$ cat src/rtl/ex_mem_skid_reg_pkg.sv
// Shared encodings for the EX->MEM skid register: access sizes, bubble instruction,
// and bit positions inside the opaque control bundle.
package ex_mem_skid_reg_pkg;

  localparam logic [1:0] SIZE_B = 2'd0;
  localparam logic [1:0] SIZE_H = 2'd1;
  localparam logic [1:0] SIZE_W = 2'd2;
  localparam logic [1:0] SIZE_D = 2'd3;

  localparam logic [31:0] NOP_INST = 32'h0000_0013;

  // Control bundle, MSB first: RegWrite, MemtoReg[1:0], Branch, BranchN, Jump[1:0],
  // zero, sign, mem_rd, mem_wr, spare.
  localparam int unsigned CTRL_SPARE       = 0;
  localparam int unsigned CTRL_MEM_WR      = 1;
  localparam int unsigned CTRL_MEM_RD      = 2;
  localparam int unsigned CTRL_SIGN        = 3;
  localparam int unsigned CTRL_ZERO        = 4;
  localparam int unsigned CTRL_JUMP_LO     = 5;
  localparam int unsigned CTRL_BRANCHN     = 7;
  localparam int unsigned CTRL_BRANCH      = 8;
  localparam int unsigned CTRL_MEMTOREG_LO = 9;
  localparam int unsigned CTRL_REGWRITE    = 11;

endpackage

$ cat src/rtl/ex_mem_lane_gen.sv
// Combinational byte-lane strobe, lane-aligned store data and misalignment flag
// for one memory access.
module ex_mem_lane_gen
  import ex_mem_skid_reg_pkg::*;
#(
  parameter int unsigned XLEN = 32
) (
  input  logic [$clog2(XLEN/8)-1:0] off,
  input  logic [1:0]                size,
  input  logic                      store,
  input  logic [XLEN-1:0]           rs2,
  output logic [XLEN-1:0]           wdata_c,
  output logic [XLEN/8-1:0]         wstrb_c,
  output logic                      misalign_c
);

  localparam int unsigned NB    = XLEN / 8;
  localparam int unsigned OFF_W = $clog2(NB);

  logic [NB-1:0]    base_strb;
  logic [OFF_W-1:0] size_mask;
  logic             size_illegal;
  logic             lane_ok;

  always_comb begin
    base_strb = NB'(8'h01);
    size_mask = OFF_W'(0);
    case (size)
      SIZE_B:  begin base_strb = NB'(8'h01); size_mask = OFF_W'(0); end
      SIZE_H:  begin base_strb = NB'(8'h03); size_mask = OFF_W'(1); end
      SIZE_W:  begin base_strb = NB'(8'h0F); size_mask = OFF_W'(3); end
      default: begin base_strb = NB'(8'hFF); size_mask = OFF_W'(7); end
    endcase
  end

  // Doubleword accesses do not exist on a 32-bit datapath.
  assign size_illegal = (size == SIZE_D) && (XLEN == 32);
  assign misalign_c   = ((off & size_mask) != '0) || size_illegal;
  assign lane_ok      = store && !misalign_c;

  assign wstrb_c = lane_ok ? (base_strb << off) : '0;
  assign wdata_c = lane_ok ? (rs2 << {off, 3'b000}) : rs2;

endmodule

$ cat src/rtl/ex_mem_skid_reg.sv
// EX->MEM pipeline register with a main entry and a skid entry so that in_ready
// depends only on local state, never on out_ready in the same cycle.
module ex_mem_skid_reg
  import ex_mem_skid_reg_pkg::*;
#(
  parameter int unsigned XLEN   = 32,
  parameter int unsigned CTRL_W = 12,
  parameter logic [31:0] NOP    = NOP_INST
) (
  input  logic                clk_EXMem,
  input  logic                rst_EXMem,
  input  logic                flush_EXMem,
  input  logic                in_valid,
  output logic                in_ready,
  input  logic [XLEN-1:0]     in_pc,
  input  logic [XLEN-1:0]     in_pc4,
  input  logic [XLEN-1:0]     in_pcimm,
  input  logic [31:0]         in_inst,
  input  logic [4:0]          in_rd,
  input  logic [XLEN-1:0]     in_alu,
  input  logic [XLEN-1:0]     in_rs2,
  input  logic [1:0]          in_size,
  input  logic [CTRL_W-1:0]   in_ctrl,
  output logic                out_valid,
  input  logic                out_ready,
  output logic [XLEN-1:0]     out_pc,
  output logic [XLEN-1:0]     out_pc4,
  output logic [XLEN-1:0]     out_pcimm,
  output logic [31:0]         out_inst,
  output logic [4:0]          out_rd,
  output logic [XLEN-1:0]     out_alu,
  output logic [1:0]          out_size,
  output logic [CTRL_W-1:0]   out_ctrl,
  output logic [XLEN-1:0]     out_wdata,
  output logic [XLEN/8-1:0]   out_wstrb,
  output logic                out_misalign
);

  localparam int unsigned NB    = XLEN / 8;
  localparam int unsigned OFF_W = $clog2(NB);

  localparam logic [1:0] ST_EMPTY = 2'd0;
  localparam logic [1:0] ST_ONE   = 2'd1;
  localparam logic [1:0] ST_TWO   = 2'd2;

  typedef struct packed {
    logic [XLEN-1:0]   pc;
    logic [XLEN-1:0]   pc4;
    logic [XLEN-1:0]   pcimm;
    logic [31:0]       inst;
    logic [4:0]        rd;
    logic [XLEN-1:0]   alu;
    logic [1:0]        size;
    logic [CTRL_W-1:0] ctrl;
    logic [XLEN-1:0]   wdata;
    logic [NB-1:0]     wstrb;
    logic              misalign;
  } entry_t;

  // A drained main entry keeps its data but shows NOP and no side effects.
  function automatic entry_t to_bubble(entry_t e);
    entry_t b;
    b          = e;
    b.inst     = NOP;
    b.ctrl     = '0;
    b.wstrb    = '0;
    b.misalign = 1'b0;
    return b;
  endfunction

  function automatic entry_t reset_entry();
    entry_t e;
    e      = '0;
    e.inst = NOP;
    return e;
  endfunction

  logic [1:0]      state_q, state_d;
  entry_t          main_q, main_d;
  entry_t          skid_q, skid_d;
  entry_t          in_entry;
  logic            in_ready_q, in_ready_d;
  logic            out_valid_q, out_valid_d;
  logic            accept, drain;
  logic [XLEN-1:0] lane_wdata;
  logic [NB-1:0]   lane_wstrb;
  logic            lane_misalign;

  ex_mem_lane_gen #(.XLEN(XLEN)) u_lane_gen (
    .off        (in_alu[OFF_W-1:0]),
    .size       (in_size),
    .store      (in_ctrl[CTRL_MEM_WR]),
    .rs2        (in_rs2),
    .wdata_c    (lane_wdata),
    .wstrb_c    (lane_wstrb),
    .misalign_c (lane_misalign)
  );

  always_comb begin
    in_entry          = '0;
    in_entry.pc       = in_pc;
    in_entry.pc4      = in_pc4;
    in_entry.pcimm    = in_pcimm;
    in_entry.inst     = in_inst;
    in_entry.rd       = in_rd;
    in_entry.alu      = in_alu;
    in_entry.size     = in_size;
    in_entry.ctrl     = in_ctrl;
    in_entry.wdata    = lane_wdata;
    in_entry.wstrb    = lane_wstrb;
    in_entry.misalign = lane_misalign;
  end

  // Occupancy FSM and entry movement; flush overrides any same-cycle accept.
  always_comb begin
    state_d = state_q;
    main_d  = main_q;
    skid_d  = skid_q;
    accept  = in_valid && in_ready_q && !flush_EXMem;
    drain   = out_valid_q && out_ready;
    if (flush_EXMem) begin
      state_d = ST_EMPTY;
      main_d  = to_bubble(main_q);
    end else begin
      case (state_q)
        ST_EMPTY: begin
          if (accept) begin
            state_d = ST_ONE;
            main_d  = in_entry;
          end
        end
        ST_ONE: begin
          if (drain && accept) begin
            main_d = in_entry;
          end else if (drain) begin
            state_d = ST_EMPTY;
            main_d  = to_bubble(main_q);
          end else if (accept) begin
            state_d = ST_TWO;
            skid_d  = in_entry;
          end
        end
        ST_TWO: begin
          if (drain) begin
            state_d = ST_ONE;
            main_d  = skid_q;
          end
        end
        default: begin
          state_d = ST_EMPTY;
          main_d  = to_bubble(main_q);
        end
      endcase
    end
    in_ready_d  = (state_d != ST_TWO);
    out_valid_d = (state_d != ST_EMPTY);
  end

  always_ff @(posedge clk_EXMem or negedge rst_EXMem) begin
    if (!rst_EXMem) begin
      state_q     <= ST_EMPTY;
      main_q      <= reset_entry();
      skid_q      <= '0;
      in_ready_q  <= 1'b1;
      out_valid_q <= 1'b0;
    end else begin
      state_q     <= state_d;
      main_q      <= main_d;
      skid_q      <= skid_d;
      in_ready_q  <= in_ready_d;
      out_valid_q <= out_valid_d;
    end
  end

  assign in_ready     = in_ready_q;
  assign out_valid    = out_valid_q;
  assign out_pc       = main_q.pc;
  assign out_pc4      = main_q.pc4;
  assign out_pcimm    = main_q.pcimm;
  assign out_inst     = main_q.inst;
  assign out_rd       = main_q.rd;
  assign out_alu      = main_q.alu;
  assign out_size     = main_q.size;
  assign out_ctrl     = main_q.ctrl;
  assign out_wdata    = main_q.wdata;
  assign out_wstrb    = main_q.wstrb;
  assign out_misalign = main_q.misalign;

endmodule

$ cat config.mk
export PLATFORM = sky130hd
export DESIGN_NAME = ex_mem_skid_reg
export DESIGN_NICKNAME = d
export VERILOG_FILES = /design/src/rtl/ex_mem_skid_reg_pkg.sv /design/src/rtl/ex_mem_lane_gen.sv /design/src/rtl/ex_mem_skid_reg.sv
export SDC_FILE = /design/constraint.sdc
export NUM_CORES = 1
export LEC_CHECK = 0
export CAP_MARGIN = 10
export CORE_MARGIN = 10
export CORE_UTILIZATION = 60
export CTS_CLUSTER_DIAMETER = 60
export DETAILED_ROUTE_END_ITERATION = 16
export DONT_BUFFER_PORTS = 1
export HOLD_SLACK_MARGIN = 0.03
export PLACE_DENSITY = 0.75
export SLEW_MARGIN = 25
export SYNTH_ARGS = -nofsm -noshare
export SYNTH_HDL_FRONTEND = slang
export SYNTH_SLANG_ARGS = --single-unit
$ cat constraint.sdc
create_clock -name clk_EXMem -period 2.9 [get_ports clk_EXMem]
set_input_delay 0.58 -clock clk_EXMem [delete_from_list [all_inputs] [get_ports clk_EXMem]]
set_output_delay 0.58 -clock clk_EXMem [all_outputs]
set_load 0.02 [all_outputs]
==> flow_summary.rst <==
.. list-table::
   :header-rows: 1

   * - Metric
     - Value
   * - DRT iter0 DRCs
     - 892
   * - Number of top-level pins
     - 434
   * - Clock period minus final worst setup slack
     - 2430 ps
   * - Clock latency at the later pin of the worst-skew pair
     - 540 ps
   * - Data required time at the worst endpoint
     - 3350 ps
   * - Final number of max-transition violations
     - 95
   * - Post-detailed-route DRC marker count
     - 0
   * - Root buffer selected by CTS
     - clkbuf_16
   * - Number of warnings reported in the yosys synthesis log
     - 0
   * - Commonest cells after routing, fill and taps aside
     - dfrtp_1 (432), mux2_2 (240), a22o_1 (135)
   * - Port bufs
     - 0
   * - Final critical-path share of the clock period
     - 83.8%
   * - Crit-path max FO
     - 29
   * - Reported net switching power
     - 6.15 mW
   * - Core box area
     - 0.0314 mm²
   * - First-pass GRT wire length
     - 75.1 mm
   * - Via total after detailed routing
     - 12042
   * - Kind of launch point of the worst setup path
     - flip-flop
   * - Hold WC Path Type
     - in -> async
   * - CP arrival
     - 2880 ps
   * - Minimum hold slack
     - -264 ps
   * - Areal power density over the cells
     - 942 mW/mm²
   * - Max transition margin
     - -6.01%
   * - Post-Synthesis Net Count
     - 1653
   * - Antenna viol nets, final
     - 0
   * - Peak clock frequency supported by timing
     - 0.411 GHz
   * - Post-Place Cells
     - 1737
   * - Pre-Repair DR Iteration Count
     - 5
   * - Worst voltage drop across the vdd grid
     - 715 µV
   * - Gates resized, CTS repair
     - 0
   * - Failing checks
     - negative hold slack, max-slew violations
   * - Final core area utilization
     - 66.0%
   * - Final routed wirelength across all metal layers
     - 49.2 mm
   * - Count of mapped cells out of synthesis
     - 1437
   * - Final HPWL from detailed placement
     - 32.6 mm
   * - Endpoint class of the critical path
     - flip-flop
   * - X dimension of the die
     - 198 µm
   * - Post-route setup TNS
     - 0 ps
   * - Reg clk slew, reported paths
     - 60 ps
   * - Cell types occupying the most area after synthesis
     - dfrtp_1 (57%), mux2_2 (14%), a22o_1 (6.2%), mux2_1 (4.6%), o2bb2ai_1 (2.3%)
   * - Number of CTS-inserted buffers
     - 45
   * - Sequential Power Share
     - 55.2%
   * - Final-report hold violation count
     - 193
   * - Overall routing resource usage
     - 24.2%
   * - CTS Buffer Depth
     - 3
   * - Clock share of power
     - 29.2%
   * - FF+latch count, synth
     - 436
   * - Count of flip-flops with a built-in enable after synthesis
     - 0
   * - Clock tree from TritonCTS
     - done
   * - Net count, final
     - 1598
   * - P&R area growth vs syn
     - 8.89%
   * - Switching Share
     - 31.5%
   * - Sequential element share of the synthesized area
     - 57.3%
   * - Syn avg cell area
     - 13.2 µm²
   * - Area fraction of the dominant cell type after synthesis
     - 56.8%
   * - Critical setup path kind
     - reg -> reg
   * - Result of the run
     - finished with violations
   * - Routability cong.
     - 0.900
   * - Number of antenna violations at the first check in global routing
     - 0
   * - Final setup vio count
     - 0
   * - Mapped cell area
     - 0.0190 mm²
   * - Leak
     - 9.34 nW
   * - Clk_skew
     - 14.8 ps
   * - Number of diodes added for antenna fixing
     - 0
   * - Top cell type by total area after synthesis
     - dfrtp_1
   * - Effective utilization at floorplan
     - 60.6%
   * - Routed vias/inst
     - 6.63
   * - Pin count of the biggest net entering global routing
     - 437
   * - Grt total ovfl
     - 0
   * - Std cell rows
     - 65
   * - Total Die Area
     - 0.0393 mm²
   * - Part of the total power dissipated in combinational logic
     - 15.6%
   * - Predominant post-synthesis flop cell
     - dfrtp_1
   * - Post-CTS repair timing setup buffer count
     - 0
   * - Sinks on the clock net
     - 436
   * - Vias in the first global route
     - 12457
   * - Int Power
     - 13.4 mW
   * - Commonest non-fill, non-tap cell in the layout
     - dfrtp_1
   * - CTS H-tree depth
     - 2
   * - Post-layout instance count excluding filler cells
     - 1817
   * - Distinct cells, synth
     - 57
   * - Vertical die dimension
     - 198 µm
   * - Max-cap viol count
     - 0
   * - Least-Margin Pin Slew
     - 1590 ps
   * - Average wire per standard cell
     - 27.1 µm
   * - Unrepaired setup endpoints after global routing
     - no
   * - Async S/R FF share, synth
     - 100%
   * - Fraction of final layout cells sized beyond drive strength 1
     - 24.5%
## power groups by stage
stage	clock network, mW	registers, mW	logic, mW
3_5_place_dp	0	10.9	3.06
4_1_cts	5.81	10.8	3.08
2_1_floorplan	0	10.2	2.63
5_1_grt	6.05	11.1	3.39
3_3_place_gp	0	10.8	2.89
6_report	5.71	10.8	3.04
## critical path, stage by stage, from the launching register on
cell and delay [ps]:
dfrtp_1 540, nand2_1 310, a32o_1 300, and2_1 740, buf_12 280, o2bb2ai_1 150
## cell usage after synthesis, drive strengths merged (2+ instances only)
cell type,instances
dfrtp,432
mux2,320
a22o,135
nand2,71
clkbuf,63
buf,62
o21ai,59
o2bb2ai,49
a22oi,43
o221ai,24
inv,23
a211oi,19
nor3,19
a21oi,13
a221oi,10
a32o,10
nand3,9
a2bb2oi,8
and3,8
mux2i,8
nor2,7
dfstp,4
nor2b,4
nor3b,4
o211ai,4
a221o,3
nand2b,3
a21o,2
and2,2
or3b,2
xor2,2
## worst paths after layout
path	cells after the start	slack, ps	start	end
worst max-delay path	5	470	out_valid	out_inst[11]
worst min-delay path	0	-260	rst_EXMem	skid_q[59]
worst max register to register	5	470	out_valid	out_inst[11]
worst min register to register	2	480	skid_q[52]	skid_q[52]
max in group asynchronous	0	1880	rst_EXMem	skid_q[108]
min in group clk_EXMem	1	120	flush_EXMem	state_q[0]
## state kept, by name, indices dropped and copies added (netlist names)
register	count
in_ready	1
out_alu	32
out_ctrl	12
out_inst	32
out_misalign	1
out_pc	32
out_pc4	32
out_pcimm	32
out_rd	5
out_size	2
out_valid	1
out_wdata	32
out_wstrb	4
skid_q	216
state_q	2
## area by class of cell
| cell class | count | area, µm² |
|---|---|---|
| Sequential cell | 436 | 10900 |
| Fill cell | 2240 | 10700 |
| Multi-Input combinational cell | 853 | 7460 |
| Clock buffer | 66 | 1330 |
| Tap cell | 402 | 503 |
| Timing Repair Buffer | 23 | 298 |
| Clock inverter | 14 | 140 |
| Inverter | 23 | 86.3 |
## cells by family (layout without fill, tap and decap cells)
family / Yosys count / count (layout) / synth area share [%]
fa+ha+maj: 1 / 1 / 0.0526
simple gates: 137 / 137 / 3.47
xor+xnor: 2 / 2 / 0.0920
compound gates: 385 / 385 / 16.0
mux: 328 / 328 / 19.4
flops: 436 / 436 / 57.3
buf+inv: 148 / 126 / 3.61
## stage by stage
stage / hold slack (ps) / cell area, µm² / power [mW] / worst slack, ps
floorplan: 284 / 19000 / 12.9 / 753
CTS: -271 / 20700 / 19.7 / 485
global placement: 297 / 19300 / 13.7 / 585
finish: -264 / 20700 / 19.5 / 469
global route: -279 / 20700 / 20.5 / 343
detailed placement: 298 / 19300 / 13.9 / 515
## per-layer routing
layer | routed length, µm | GRT usage (%) | vias to the layer above
met1 | 17600 | 28.0 | 6125
met5 | 0 | 0 | -
met4 | 1690 | 8.91 | 0
met2 | 23700 | 38.4 | 500
met3 | 6250 | 11.7 | 111
li1 | - | - | 5306
Note: power is estimated with default switching activity, not from simulation.
